===== src/rtl/alu_operand_stack.sv =====
// rtl/alu_operand_stack.sv - data stack that feeds a combinational ALU and writes its result back
module alu_operand_stack #(
  parameter  int WIDTH = 16,
  parameter  int DEPTH = 16,
  localparam int PTRW  = $clog2(DEPTH) + 1
) (
  input  logic             clk,
  input  logic             reset,
  input  logic             cmd_valid,
  output logic             cmd_ready,
  input  logic [1:0]       cmd,
  input  logic [3:0]       cmd_oper,
  input  logic [WIDTH-1:0] push_data,
  output logic [3:0]       alu_oper,
  output logic [WIDTH-1:0] alu_a,
  output logic [WIDTH-1:0] alu_b,
  input  logic [WIDTH-1:0] alu_result,
  output logic [WIDTH-1:0] top,
  output logic [PTRW-1:0]  count,
  output logic             done,
  output logic             err_overflow,
  output logic             err_underflow
);

  localparam int AW = $clog2(DEPTH);
  localparam logic [1:0] C_NOP = 2'b00, C_PUSH = 2'b01, C_POP = 2'b10, C_ALU = 2'b11;

  typedef enum logic [1:0] {S_IDLE, S_EXEC, S_WB} state_t;

  state_t           r_state, w_next;
  logic [WIDTH-1:0] r_mem [DEPTH];
  logic [PTRW-1:0]  r_count;
  logic [3:0]       r_oper;
  logic [WIDTH-1:0] r_a, r_b;
  logic             r_done, r_ovf, r_unf;

  logic            w_accept, w_full, w_empty, w_two;
  logic            w_push_ok, w_push_err, w_pop_ok, w_pop_err, w_alu_ok, w_alu_err, w_wb;
  logic [AW-1:0]   w_idx_wr, w_idx_top, w_idx_next;

  // Index arithmetic wraps in AW bits, so count==DEPTH maps top to DEPTH-1 correctly.
  assign w_idx_wr   = r_count[AW-1:0];
  assign w_idx_top  = r_count[AW-1:0] - AW'(1);
  assign w_idx_next = r_count[AW-1:0] - AW'(2);

  assign w_full  = (r_count == PTRW'(DEPTH));
  assign w_empty = (r_count == '0);
  assign w_two   = (r_count >= PTRW'(2));

  assign w_accept   = cmd_valid && (r_state == S_IDLE);
  assign w_push_ok  = w_accept && (cmd == C_PUSH) && !w_full;
  assign w_push_err = w_accept && (cmd == C_PUSH) &&  w_full;
  assign w_pop_ok   = w_accept && (cmd == C_POP)  && !w_empty;
  assign w_pop_err  = w_accept && (cmd == C_POP)  &&  w_empty;
  assign w_alu_ok   = w_accept && (cmd == C_ALU)  &&  w_two;
  assign w_alu_err  = w_accept && (cmd == C_ALU)  && !w_two;
  assign w_wb       = (r_state == S_WB);

  always_comb begin
    w_next = r_state;
    case (r_state)
      S_IDLE:  if (w_alu_ok) w_next = S_EXEC;
      S_EXEC:  w_next = S_WB;
      S_WB:    w_next = S_IDLE;
      default: w_next = S_IDLE;
    endcase
  end

  always_ff @(posedge clk or posedge reset) begin
    if (reset) begin
      r_state <= S_IDLE;
      r_count <= '0;
      r_oper  <= '0;
      r_a     <= '0;
      r_b     <= '0;
      r_done  <= 1'b0;
      r_ovf   <= 1'b0;
      r_unf   <= 1'b0;
    end else begin
      r_state <= w_next;
      r_done  <= (w_accept && !w_alu_ok) || (r_state == S_EXEC);
      if (w_push_err) r_ovf <= 1'b1;
      if (w_pop_err || w_alu_err) r_unf <= 1'b1;
      if (w_push_ok) r_count <= r_count + PTRW'(1);
      else if (w_pop_ok || w_wb) r_count <= r_count - PTRW'(1);
      if (w_alu_ok) begin
        r_oper <= cmd_oper;
        r_a    <= r_mem[w_idx_top];
        r_b    <= r_mem[w_idx_next];
      end
    end
  end

  // Storage is deliberately unreset; the reset gate keeps an aborted writeback out of it.
  always_ff @(posedge clk) begin
    if (!reset) begin
      if (w_push_ok) r_mem[w_idx_wr] <= push_data;
      else if (w_wb) r_mem[w_idx_next] <= alu_result;
    end
  end

  assign cmd_ready     = (r_state == S_IDLE);
  assign alu_oper      = r_oper;
  assign alu_a         = r_a;
  assign alu_b         = r_b;
  assign top           = w_empty ? '0 : r_mem[w_idx_top];
  assign count         = r_count;
  assign done          = r_done;
  assign err_overflow  = r_ovf;
  assign err_underflow = r_unf;

endmodule

===== config.mk =====
export PLATFORM = sky130hd
export DESIGN_NAME = alu_operand_stack
export DESIGN_NICKNAME = d
export VERILOG_FILES = /design/src/rtl/alu_operand_stack.sv
export SDC_FILE = /design/constraint.sdc
export NUM_CORES = 1
export LEC_CHECK = 0
export CORE_MARGIN = 2
export CORE_UTILIZATION = 40
export DETAILED_ROUTE_END_ITERATION = 12
export DONT_BUFFER_PORTS = 1
export PLACE_DENSITY = 0.54
export SKIP_LAST_GASP = 1
export SLEW_MARGIN = 25
export SYNTH_ARGS = -nofsm -noshare
export SYNTH_HDL_FRONTEND = slang
export SYNTH_SLANG_ARGS = --single-unit

===== constraint.sdc =====
create_clock -name clk -period 8.83 [get_ports clk]
set_input_delay 1.766 -clock clk [delete_from_list [all_inputs] [get_ports clk]]
set_output_delay 1.766 -clock clk [all_outputs]
set_load 0.03 [all_outputs]

==> reports/results.tsv <==
metric	value	unit
status	complete, no violations	
grt_pass1_vias	7806	
die_w	191	um
rows	68	
cts.htree.levels	1	
placed_cells	1204	
vias_per_cell	5.99	
cts_resized	0	
synthesis.area	0.0140	mm^2
layout_commonest_cell	edfxtp_1	
setup_tns	0	ps
cts_hold_buf	0	
clk_latency	580	ps
drc	0	
avgSynthCellArea	18.0	um^2
post-route-period-util	67.7	%
cp_max_fo	40	
hpwl	21300	um
synthCells	779	
die_area	0.0365	mm^2
nets	834	
ant_nets	0	
final-max-slew-violation-count	0	
clockBufferDepth	3	
period_needed	5980	ps
cts-root-buf	clkbuf_16	
leakage	5.20	nW
path_class	flip-flop to output pin	
async_flop_share	15.2	%
drv_cap	0	
grt_pass1_wl	50300	um
synth_edf_count	256	
clkTransAtPathRegs	70	ps
hold_path.class	flip-flop to flip-flop	
firstDrtPassIters	5	
clock-sinks	302	
final_cells	1263	
critical_path_arrival	4210	ps
antenna_cells	0	
cp.required	7060	ps
ys_types	44	
syn2layout_area_growth	11.7	%
cts_buffers	31	
final_cell_mix	edfxtp_1 (256), mux4_2 (128), nand2_1 (55), o21ai_0 (48), dfrtp_1 (44)	
hold_viol	0	
routed_wl	34100	um
setup_violations	0	
drt-initial-drc-count	694	
drive_gt1_share	31.9	%
ir_drop	0.000321	V
ys.warnings.count	0	
cp-start-kind	flip-flop	
grt_remaining_overflow	0	
wl_per_cell	27.0	um
core	0.0345	mm^2
synth-seq-cells	302	
initial_core_util	40.5	%
slew_headroom	30.7	%
cts_tree	built	
grt_setup_unrepaired	false	
synthFlopType	edfxtp_1	
critPathSlowestCell	ha_4	
slowest_delay	780	ps
globalplace.congestion	0.750	
fillers	2945	
fmax	167	MHz
syn_nets	830	
multi_input_area	0.00493	mm^2
max_slew.worst_pin.slew	1040	ps
vias	7562	
die_h	191	um
fin_skew	8.62	ps
cts_setup_buffers	0	
io_buffers	0	
layout.area.seq	0.00884	mm^2
cp_cell_sequence	inv_1, ha_4, buf_4, mux4_2, mux2_2, o21ai_0, nor2_1	
grt_usage	18.9	%
grt_max_degree	135	
antenna_found_initial	0	
io_pins	102	
worstSetupEndpointType	output pin	
p_per_area	385	mW/mm^2
synth_seq_area_share	63.1	%
[power by group]
group	switching (mW)	total (mW)	internal [mW]
logic	1.66	2.75	1.09
registers	0.283	1.95	1.67
clock network	0.545	1.32	0.775
[cell type report]
type / instances / area share (%)
timing repair buffer: 24 / 1.36
sequential: 302 / 56.6
clock buffer: 40 / 5.50
multi-input combinational: 416 / 31.5
clock inverter: 18 / 1.21
tap: 455 / 3.64
inverter: 8 / 0.200
[metrics by stage]
step / setup WS, ps / util, % / cell area, um^2 / hold WS (ps) / power (mW)
floorplan: 3910 / - / 14000 / 482 / 4.00
global placement: 3060 / 42.1 / 14500 / 528 / 4.71
detailed placement: 3470 / 42.1 / 14600 / 536 / 4.74
CTS: 2850 / 45.2 / 15600 / 544 / 6.07
global route: 2670 / 45.3 / 15600 / 576 / 6.32
finish: 2850 / 45.3 / 15600 / 545 / 6.02
[Yosys cell counts, types with 2 or more instances]
cell type  instances  area share, %
mux2_2            36            2.9
buf_4             10           0.54
clkbuf_1          24           0.64
buf_2             15           0.54
and2_1             2          0.089
nand2_1           55            1.5
nand3_1            3           0.11
o21ai_0           48            1.7
a21oi_1            3           0.11
nand2_2            2          0.089
nor2_1            39            1.0
ha_1               9           0.80
mux4_2           128             21
nor2b_1            2          0.089
a22o_1            16            1.0
buf_1              3          0.080
o21ai_1            3           0.11
xor2_1             4           0.25
edfxtp_1         256             55
mux2i_1           17            1.2
dfrtp_1           46            8.2
inv_1              8           0.21
xnor2_1            7           0.44
nand2b_1           5           0.22
a221oi_1          16            1.0
a21o_1             4           0.21
[flip-flops by register name, indices dropped and copies added (netlist names)]
| name | count |
|---|---|
| alu_b | 16 |
| alu_a | 16 |
| err_underflow | 1 |
| done | 1 |
| err_overflow | 1 |
| count | 5 |
| alu_oper | 4 |
| r_state | 2 |
| r_mem | 256 |
[per-layer routing]
metal | wire [um] | vias to the layer above | part of all wire [%] | track usage (%)
li1 | - | 3193 | - | -
met1 | 15200 | 4037 | 45 | 27.4
met2 | 15900 | 287 | 47 | 29.8
met3 | 2230 | 45 | 6.5 | 3.08
met4 | 680 | 0 | 2.0 | 5.09
met5 | 0 | - | 0 | 0
[worst paths after layout]
path	cells past startpoint	slack [ps]	end	start
min in group asynchronous	1	1220	alu_b[6]	reset
max in group asynchronous	1	7030	count[0]	reset
worst min register to register	1	540	r_state[1]	r_state[1]
worst min-delay path	1	540	r_state[1]	r_state[1]
worst max register to register	8	4860	r_mem[15][7]	count[1]
worst max-delay path	7	2850	top[8]	count[1]
[critical path: cells and delay by family, from the launching register on]
kind	cells	cell delay, ps
AO/OA/AOI/OAI	1	360
adder cells (fa/ha/maj)	1	780
AND/OR/NAND/NOR	1	250
multiplexers	2	650
flip-flops	1	730
buffers and inverters	2	780
[cell families (layout without fill, tap and decap cells)]
family	count (synthesis)	count (layout)	share of synthesized area [%]
and+or+nand+nor	117	117	3.75
AOI/OAI and AO/OA	97	97	4.68
xor gates and xnor gates	11	11	0.688
buffers and inverters	61	90	2.09
DFF	302	302	63.1
adders and majority gates	10	10	0.947
muxes	181	181	24.7
(Power assumes the default switching activity.)
